<file path="config.mk">
export PLATFORM = sky130hd
export DESIGN_NAME = sram_preload_arbiter
export DESIGN_NICKNAME = d
export VERILOG_FILES = /design/src/rtl/sram_preload_pkg.sv /design/src/rtl/sram_line_packer.sv /design/src/rtl/sram_preload_arbiter.sv
export SDC_FILE = /design/constraint.sdc
export NUM_CORES = 1
export LEC_CHECK = 0
export ABC_AREA = 1
export CAP_MARGIN = 25
export CORE_MARGIN = 4
export CORE_UTILIZATION = 30
export DETAILED_ROUTE_END_ITERATION = 7
export MAX_ROUTING_LAYER = met4
export SYNTH_ARGS = -nofsm -noshare
export SYNTH_HDL_FRONTEND = slang
export SYNTH_SLANG_ARGS = --single-unit
</file>
<file path="constraint.sdc">
create_clock -name clk -period 2.4 [get_ports clk]
set_input_delay 0.36 -clock clk [delete_from_list [all_inputs] [get_ports clk]]
set_output_delay 0.36 -clock clk [all_outputs]
set_load 0.02 [all_outputs]
</file>
<file path="src/rtl/sram_preload_pkg.sv">
// Shared line geometry, FSM state encoding and the word-to-byte-lane helper
// for the SRAM preload arbiter.
package sram_preload_pkg;

  localparam int LANES          = 16;
  localparam int WORDS_PER_LINE = 4;
  localparam int LINE_W         = 128;

  typedef logic [2:0] state_t;

  localparam state_t ST_IDLE      = 3'd0;
  localparam state_t ST_WIPE      = 3'd1;
  localparam state_t ST_LOAD_INST = 3'd2;
  localparam state_t ST_LOAD_DATA = 3'd3;
  localparam state_t ST_WRITE     = 3'd4;
  localparam state_t ST_DONE      = 3'd5;

  // The most significant byte of a word lands in the lowest lane of its slot.
  function automatic logic [31:0] word_to_lanes(input logic [31:0] w);
    return {w[7:0], w[15:8], w[23:16], w[31:24]};
  endfunction

endpackage

</file>
<file path="src/rtl/sram_line_packer.sv">
// Collects four accepted 32-bit words into one 128-bit line; k counts the
// words already placed and full_o flags the accept that completes the line.
module sram_line_packer
  import sram_preload_pkg::*;
(
  input  logic              clk,
  input  logic              rst_b,
  input  logic              accept_i,
  input  logic [31:0]       word_i,
  output logic [LINE_W-1:0] line_o,
  output logic              full_o
);

  localparam int K_W = $clog2(WORDS_PER_LINE);

  logic [K_W-1:0]    k_q, k_d;
  logic [LINE_W-1:0] line_q, line_d;

  // Place the accepted word into slot k and advance k, wrapping after the last slot.
  always_comb begin
    k_d    = k_q;
    line_d = line_q;
    if (accept_i) begin
      k_d                = k_q + K_W'(1);
      line_d[32*k_q +: 32] = word_to_lanes(word_i);
    end else begin
      k_d    = k_q;
      line_d = line_q;
    end
  end

  // Packer state registers.
  always_ff @(posedge clk or negedge rst_b) begin
    if (!rst_b) begin
      k_q    <= '0;
      line_q <= '0;
    end else begin
      k_q    <= k_d;
      line_q <= line_d;
    end
  end

  assign line_o = line_q;
  assign full_o = accept_i && (k_q == K_W'(WORDS_PER_LINE - 1));

endmodule

</file>
<file path="src/rtl/sram_preload_arbiter.sv">
// Preload sequencer and SRAM port arbiter: optional wipe, instruction and data
// image load, then hand the port to the AXI slave. Wipe phase is built only
// when SRAM_PRELOAD_WIPE_EN is defined.
module sram_preload_arbiter
  import sram_preload_pkg::*;
#(
  parameter int ADDR_W     = 19,
  parameter int WIPE_LINES = 32768,
  parameter int IMG_LINES  = 16384,
  parameter int INST_BASE  = 0,
  parameter int DATA_BASE  = 16384
) (
  input  logic              clk,
  input  logic              rst_b,
  input  logic              start_i,
  input  logic              src_valid_i,
  output logic              src_ready_o,
  input  logic [31:0]       src_data_i,
  input  logic              slv_req_i,
  input  logic              slv_we_i,
  input  logic [ADDR_W-1:0] slv_addr_i,
  input  logic [LINE_W-1:0] slv_wdata_i,
  input  logic [LANES-1:0]  slv_be_i,
  output logic              slv_gnt_o,
  output logic              mem_req_o,
  output logic              mem_we_o,
  output logic [ADDR_W-1:0] mem_addr_o,
  output logic [LINE_W-1:0] mem_wdata_o,
  output logic [LANES-1:0]  mem_be_o,
  output logic              busy_o,
  output logic              done_o
);

  // One extra bit so the counter can represent a full image without wrapping.
  localparam int CNT_W = ADDR_W + 1;

  state_t            state_q, state_d;
  logic              ret_data_q, ret_data_d;
  logic [CNT_W-1:0]  cnt_q, cnt_d;
  logic              accept_s, line_full_s;
  logic [LINE_W-1:0] line_s;
  logic [ADDR_W-1:0] base_s;

  assign src_ready_o = (state_q == ST_LOAD_INST) || (state_q == ST_LOAD_DATA);
  assign accept_s    = src_valid_i && src_ready_o;
  assign slv_gnt_o   = (state_q == ST_DONE);
  assign done_o      = (state_q == ST_DONE);
  assign busy_o      = (state_q != ST_IDLE) && (state_q != ST_DONE);
  assign base_s      = ret_data_q ? ADDR_W'(DATA_BASE) : ADDR_W'(INST_BASE);

  sram_line_packer u_packer (
    .clk      (clk),
    .rst_b    (rst_b),
    .accept_i (accept_s),
    .word_i   (src_data_i),
    .line_o   (line_s),
    .full_o   (line_full_s)
  );

  // Sequencer next-state; WRITE returns to the image phase recorded in ret_data.
  always_comb begin
    state_d    = state_q;
    ret_data_d = ret_data_q;
    cnt_d      = cnt_q;
    case (state_q)
      ST_IDLE, ST_DONE: begin
        if (start_i) begin
          cnt_d      = '0;
          ret_data_d = 1'b0;
`ifdef SRAM_PRELOAD_WIPE_EN
          state_d    = ST_WIPE;
`else
          state_d    = ST_LOAD_INST;
`endif
        end else begin
          state_d = state_q;
        end
      end
      ST_WIPE: begin
        if (cnt_q == CNT_W'(WIPE_LINES - 1)) begin
          cnt_d   = '0;
          state_d = ST_LOAD_INST;
        end else begin
          cnt_d = cnt_q + CNT_W'(1);
        end
      end
      ST_LOAD_INST, ST_LOAD_DATA: begin
        if (line_full_s) begin
          ret_data_d = (state_q == ST_LOAD_DATA);
          state_d    = ST_WRITE;
        end else begin
          state_d = state_q;
        end
      end
      ST_WRITE: begin
        if (cnt_q == CNT_W'(IMG_LINES - 1)) begin
          cnt_d   = '0;
          state_d = ret_data_q ? ST_DONE : ST_LOAD_DATA;
        end else begin
          cnt_d   = cnt_q + CNT_W'(1);
          state_d = ret_data_q ? ST_LOAD_DATA : ST_LOAD_INST;
        end
      end
      default: begin
        state_d = ST_IDLE;
        cnt_d   = '0;
      end
    endcase
  end

  // Sequencer registers.
  always_ff @(posedge clk or negedge rst_b) begin
    if (!rst_b) begin
      state_q    <= ST_IDLE;
      ret_data_q <= 1'b0;
      cnt_q      <= '0;
    end else begin
      state_q    <= state_d;
      ret_data_q <= ret_data_d;
      cnt_q      <= cnt_d;
    end
  end

  // SRAM port mux: loader writes while loading, slave passes straight through in DONE.
  always_comb begin
    mem_req_o   = 1'b0;
    mem_we_o    = 1'b0;
    mem_addr_o  = '0;
    mem_wdata_o = '0;
    mem_be_o    = '0;
    case (state_q)
      ST_WIPE: begin
        mem_req_o  = 1'b1;
        mem_we_o   = 1'b1;
        mem_addr_o = cnt_q[ADDR_W-1:0];
        mem_be_o   = {LANES{1'b1}};
      end
      ST_WRITE: begin
        mem_req_o   = 1'b1;
        mem_we_o    = 1'b1;
        mem_addr_o  = base_s + cnt_q[ADDR_W-1:0];
        mem_wdata_o = line_s;
        mem_be_o    = {LANES{1'b1}};
      end
      ST_DONE: begin
        mem_req_o   = slv_req_i;
        mem_we_o    = slv_we_i;
        mem_addr_o  = slv_addr_i;
        mem_wdata_o = slv_wdata_i;
        mem_be_o    = slv_be_i;
      end
      default: begin
        mem_req_o = 1'b0;
      end
    endcase
  end

endmodule

</file>
# Word-level counts from Yosys, hierarchy flattened
# Cells that the tools add are included.
dict set report op_classes {
  shifts 2
  muxes 21
  n_eq_ne 12
  n_reduce_logical 13
  n_bitwise 1
  n_addsub 4
}
# operator count
set op_table {}
lappend op_table {{$pmux W128 S2} 1}
lappend op_table {{$bwmux W128} 1}
lappend op_table {{$shift A32 B34 Y128 const A} 1}
lappend op_table {{$shiftx A32 B34 Y128} 1}
lappend op_table {{$pmux W20 S4} 1}
lappend op_table {{$mux W20} 3}
lappend op_table {{$pmux W19 S3} 1}
lappend op_table {{$neg A7 Y34} 1}
lappend op_table {{$pmux W16 S2} 1}
lappend op_table {{$add A20 B1 Y20 const B} 1}
lappend op_table {{$eq A20 B14 Y1 const B} 1}
lappend op_table {{$eq A20 B15 Y1 const B} 1}
lappend op_table {{$add A15 B19 Y19} 1}
lappend op_table {{$mux W15} 1}
lappend op_table {{$mux W3} 5}
lappend op_table {{$pmux W3 S4} 1}
lappend op_table {{$eq A3 B2 Y1 const B} 2}
lappend op_table {{$eq A3 B3 Y1 const B} 2}
lappend op_table {{$ne A2 B2 Y1 const B} 3}
lappend op_table {{$pmux W1 S2} 3}
lappend op_table {{$reduce_and A3 Y1} 2}
lappend op_table {{$reduce_or A2 Y1} 3}
lappend op_table {{$eq A3 B1 Y1 const B} 1}
lappend op_table {{$logic_and A1 B1 Y1} 3}
lappend op_table {{10 further kinds} 12}
dict set report word_totals {
  elab_cells 58
  regBits 154
  inputBits 201
  output_inout_bits 169
}

# Depth between registers and ports, before layout
dict set report logic_depth {
  depth_word 6
  ltp_mapped 10
  depth_no_buf 10
}

# Modules after synthesis
# From an unflattened synthesis, not the netlist that was laid out.
dict set report unflattened {
  cells_unflattened 1277
  area_unflattened_um2 9322.7
}
# mod cells_each area_each_um2 seq_area_each_um2 instances
set by_module_without_submodules {}
lappend by_module_without_submodules {sram_line_packer 742 5798.1 3253.1 1}
lappend by_module_without_submodules {sram_preload_arbiter 535 3524.6 600.6 1}

# Least setup slack after synthesis
# Ideal clock, no wire load.
dict set report synth_timing {
  path_kind {register to output}
  startpoint {reg state_q[2]}
  endpoint {out mem_wdata_o[37]}
  path_stages_with_launch 9
  slack_ns 0.320
  path_buffers 3
  t_arrival_ns 1.720
  required_time_ns 2.040
  cell_sequence {dfrtp_1 -> buf_4 -> inv_2 -> or2_4 -> nor2_8 -> inv_2 -> buf_6 -> buf_2 -> o21ai_0}
}
dict set report synth_via {
  elab_chain_cells 2
  word_cells_on_any_way 3
  classes_between {eq/ne (2); mux (1)}
}
# element line_no
set synth_rtl {}
lappend synth_rtl {{start, declared} sram_preload_arbiter.sv:37} ;# state_t state_q, state_d;
lappend synth_rtl {{start signal, assigned} sram_preload_arbiter.sv:118} ;# state_q <= state_d;
lappend synth_rtl {{$eq A3 B3 Y1} sram_preload_arbiter.sv:131} ;# case (state_q)
lappend synth_rtl {{$pmux W128 S2 (*)} sram_preload_arbiter.sv:131}
lappend synth_rtl {{end, declared} sram_preload_arbiter.sv:28} ;# output logic [LINE_W-1:0] mem_wdata_o,
# Every way passes the cells marked *; elsewhere a longest branch is shown, timed or not.

# Worst setup path in the final report
dict set report layout_timing {
  startpoint {reg state_q[0]}
  endpoint {out mem_wdata_o[18]}
}
# Same word-level chain as after synthesis.

==> metrics.log <==
[metrics] clock net sink count: 154
[metrics] GR Overflow Total: 0
[metrics] share of the clock period used by the worst path: 1.003
[metrics] Via Count: 9,720
[metrics] cell at the root of the clock tree: sky130_fd_sc_hd__clkbuf_16
[metrics] I/O pin cnt: 370
[metrics] global-route wire length before repair: 54.42 mm
[metrics] number of maximum-capacitance violations: 0
[metrics] average cell area after synthesis: 7.391 µm²
[metrics] width of the chip: 180.1 µm
[metrics] Worst path top cell family by delay: buffers and inverters
[metrics] cell area after synthesis: 8884 µm²
[metrics] deepest clock path buffer count: 2
[metrics] sum of buffers and inverters on the critical path: 4
[metrics] final-report setup violation count: 1
[metrics] post-detail-place hpwl: 26.49 mm
[metrics] violated checks: setup timing
[metrics] number of buffers added by the clock tree synthesis step: 17
[metrics] largest net degree at the start of global routing: 65
[metrics] Sw Pwr: 4.429 mW
[metrics] post-route DRC violation count: 0
[metrics] crit path time final: 2.407 ns
[metrics] critical path's most frequent cell: sky130_fd_sc_hd__buf_4
[metrics] list of cells traversed by the critical path: or2_4, nor2_8, clkinv_8, bufbuf_16, o21ai_1, buf_4, buf_4
[metrics] first-pass detailed-route iteration total: 5
[metrics] summed negative setup slack over all endpoints: -0.006888 ns
[metrics] library cell contributing the largest single delay on the critical path: sky130_fd_sc_hd__dfrtp_1
[metrics] Cell variety after synth: 30
[metrics] critical path required time: 2.04 ns
[metrics] gr usage total: 0.2159
[metrics] post-route setup slack: -0.006888 ns
[metrics] filler-free cell count of the finished design: 1,963
[metrics] Hold WS: 0.4560 ns
[metrics] critical path launch point type: flop
[metrics] Clk pwr share: 0.254
[metrics] last weighted congestion value of the routability-driven placer: 0.9332
[metrics] layout cell share with drive strength beyond 1: 0.1844
[metrics] mean routed wirelength per cell: 17.82 µm
[metrics] net total in the final layout: 1,775
[metrics] total count of max-transition violations in the final report: 0
[metrics] Die Outline Area: 32,430 µm²
[metrics] power density relative to cell area: 809.1 nW/µm²
[metrics] unrepaired setup endpoints after global routing: yes
[metrics] share of the core filled with cells in the final layout: 0.4674
[metrics] Crit Path Class: flop to primary output
[metrics] worst clock skew: 0.01750 ns
[metrics] Rows: 62
[metrics] Hold/Removal Path Class: input port to asynchronous set/reset pin
[metrics] cells after synthesis: 1,202
[metrics] number of nets still failing antenna checks after routing: 0
[metrics] internal cell power: 6.513 mW
[metrics] Data arrival, critical path: 2.05 ns
[metrics] Worst-Skew Late Latency: 0.43 ns
[metrics] number of vias per cell: 4.952
[metrics] register clock-pin slew on the reported worst setup and hold paths: 0.07 ns
[metrics] level count of the clock H-tree: 4
[metrics] post-route design area: 13,520 µm²
[metrics] number of buffers added on ports: 369
[metrics] Worst Max-Slew Pin Slew: 0.5753 ns
[metrics] Post-Route WL: 34.98 mm
[metrics] Initial Utilization: 0.3070
[metrics] initial antenna violation count: 1
[metrics] upper clock frequency limit: 0.4155 GHz
[metrics] Post-Place Cells: 1,925
[metrics] Static Leak: 6.097 nW
[metrics] kind of end point of the critical path: primary output
[metrics] status: finished, violations left
[metrics] combinational fraction of design power: 0.401
[metrics] pre-CTS setup slack: 0.0006757 ns
[metrics] count of state elements after synthesis: 154
[metrics] post-synth net total: 1,411
[metrics] drt first-iter violations: 787
[metrics] TritonCTS clock tree: built
[metrics] worst IR drop on VDD: 0.4789 mV
[metrics] relative slew slack: 0.6164
[metrics] sequential fraction of the synthesis area: 0.4338
[metrics] total design power: 10.94 mW
[metrics] number of endpoints with negative hold slack in the final report: 0
[metrics] y dimension of the die: 180.1 µm
[metrics] via count of the first global-routing pass: 9,661
[metrics] Reg power frac: 0.345
[metrics] area added between synthesis and finish: 52.24%
[metrics] maximum net fanout on the critical path: 28
[metrics] core footprint: 28,940 µm²
[metrics] warnings from Yosys: 0
[metrics] placed cell areas: 13,240 µm²
[metrics] switching part of the total: 0.4048
[metrics] worst stage delay on the critical path: 0.38 ns
## synth_stat cells
cell type	number	area share
sky130_fd_sc_hd__nand4_1	39	0.027
sky130_fd_sc_hd__nor3_2	2	0.0023
sky130_fd_sc_hd__dfrtp_1	154	0.43
sky130_fd_sc_hd__a32o_1	15	0.017
sky130_fd_sc_hd__o211ai_1	8	0.0068
sky130_fd_sc_hd__buf_6	3	0.0038
sky130_fd_sc_hd__nand2_1	289	0.12
sky130_fd_sc_hd__buf_2	33	0.019
sky130_fd_sc_hd__nand2_2	5	0.0035
sky130_fd_sc_hd__clkbuf_1	34	0.014
sky130_fd_sc_hd__xor2_1	4	0.0039
sky130_fd_sc_hd__nor2_4	2	0.0025
sky130_fd_sc_hd__o32ai_1	15	0.015
sky130_fd_sc_hd__or2_2	1	0.00070
sky130_fd_sc_hd__a22oi_1	3	0.0025
sky130_fd_sc_hd__buf_1	1	0.00042
sky130_fd_sc_hd__ha_1	8	0.011
sky130_fd_sc_hd__inv_2	6	0.0025
sky130_fd_sc_hd__o31ai_1	15	0.013
sky130_fd_sc_hd__o21ai_1	25	0.014
sky130_fd_sc_hd__nor2_8	3	0.0068
sky130_fd_sc_hd__nand3_1	101	0.057
sky130_fd_sc_hd__or2_4	1	0.00099
sky130_fd_sc_hd__buf_4	10	0.0085
sky130_fd_sc_hd__inv_1	159	0.067
sky130_fd_sc_hd__a21oi_1	2	0.0011
sky130_fd_sc_hd__nor2_2	2	0.0014
sky130_fd_sc_hd__nor2_1	39	0.016
sky130_fd_sc_hd__nor3_1	3	0.0017
sky130_fd_sc_hd__o21ai_0	220	0.12
## power groups by stage
stage	Sequential (mW)	Combinational, mW	Clock, mW
after floorplan	3.75	2.41	0
after global placement	3.81	4.28	0
after detailed placement	3.83	4.33	0
after CTS	3.78	4.33	2.83
after global routing	3.87	4.89	2.94
final	3.77	4.39	2.78
## area by class of cell
type | instances | area (µm²)
clock inverters | 14 | 171.4
multi-input cells | 802 | 4114
well taps | 384 | 480.5
repair buffers | 426 | 3842
clock buffers | 17 | 425.4
inverters | 165 | 634.4
flip-flops and latches | 154 | 3854
diodes | 1 | 2.502
fillers | 2967 | 15410
## registers in the layout, summed over array words and instances (netlist names)
name	cells
cnt_q	20
u_packer.line_o	128
state_q	3
ret_data_q	1
u_packer.k_q	2
## kinds of logic (layout without fill, tap and decap cells)
group / count (synthesis) / in the layout / synth area share
buffers and inverters: 246 / 622 / 0.1154
and+or+nand+nor: 487 / 487 / 0.2428
DFF: 154 / 154 / 0.4338
adders and majority gates: 8 / 8 / 0.01127
other: 0 / 1 / 0
xor gates and xnor gates: 4 / 4 / 0.003943
AOI/OAI and AO/OA: 303 / 303 / 0.1928
## what timing repair did
| action | 4_1_cts | 5_1_grt |
|---|---|---|
| hold buffers | 1 | 0 |
| hold endpoints to repair | 56 | 0 |
| resized for setup | 638 | 193 |
| pin swaps | 0 | 0 |
| buffers inserted | 3 | 0 |
| setup endpoints to repair | 162 | 145 |
| cloned | 2 | 0 |
## layer usage
layer,share of wire,GRT usage,wire length [µm],up-vias
li1,-,-,-,4712
met1,0.45,0.2864,15740,4589
met2,0.47,0.3450,16510,379
met3,0.059,0.03916,2058,40
met4,0.019,0.05414,681,0
met5,0,-,0,-
## final timing paths
kind | from | endpoint | slack [ns] | cells after the start
max | state_q[0]$_DFFE_PN0P_ | mem_wdata_o[18] | -0.007 | 7
min | rst_b | cnt_q[18]$_DFFE_PN0P_ | 0.46 | 2
max reg2reg | cnt_q[0]$_DFFE_PN0P_ | cnt_q[14]$_DFFE_PN0P_ | 0.37 | 10
min reg2reg | u_packer.line_o[122]$_DFFE_PN0P_ | u_packer.line_o[122]$_DFFE_PN0P_ | 0.49 | 2
max in group asynchronous | rst_b | u_packer.line_o[108]$_DFFE_PN0P_ | 1.22 | 3
min in group clk | u_packer.line_o[122]$_DFFE_PN0P_ | u_packer.line_o[122]$_DFFE_PN0P_ | 0.49 | 2
## layout by cell type, fill, tap and decap left out, drive strengths merged
cell / n
buf: 181
a32o: 15
a22oi: 3
o211ai: 8
xor2: 4
bufbuf: 2
o21ai: 245
or2: 2
nand3: 101
clkinvlp: 1
ha: 8
clkdlybuf4s15: 13
clkdlybuf4s50: 200
clkinv: 2
dlygate4sd3: 1
diode: 1
bufinv: 2
inv: 174
o32ai: 15
dlygate4sd2: 2
nand2: 294
clkbuf: 42
nand4: 39
nor3: 5
dlymetal6s2s: 2
a21oi: 2
nor2: 46
dfrtp: 154
o31ai: 15
No activity file was read; power rests on OpenSTA's default activity.
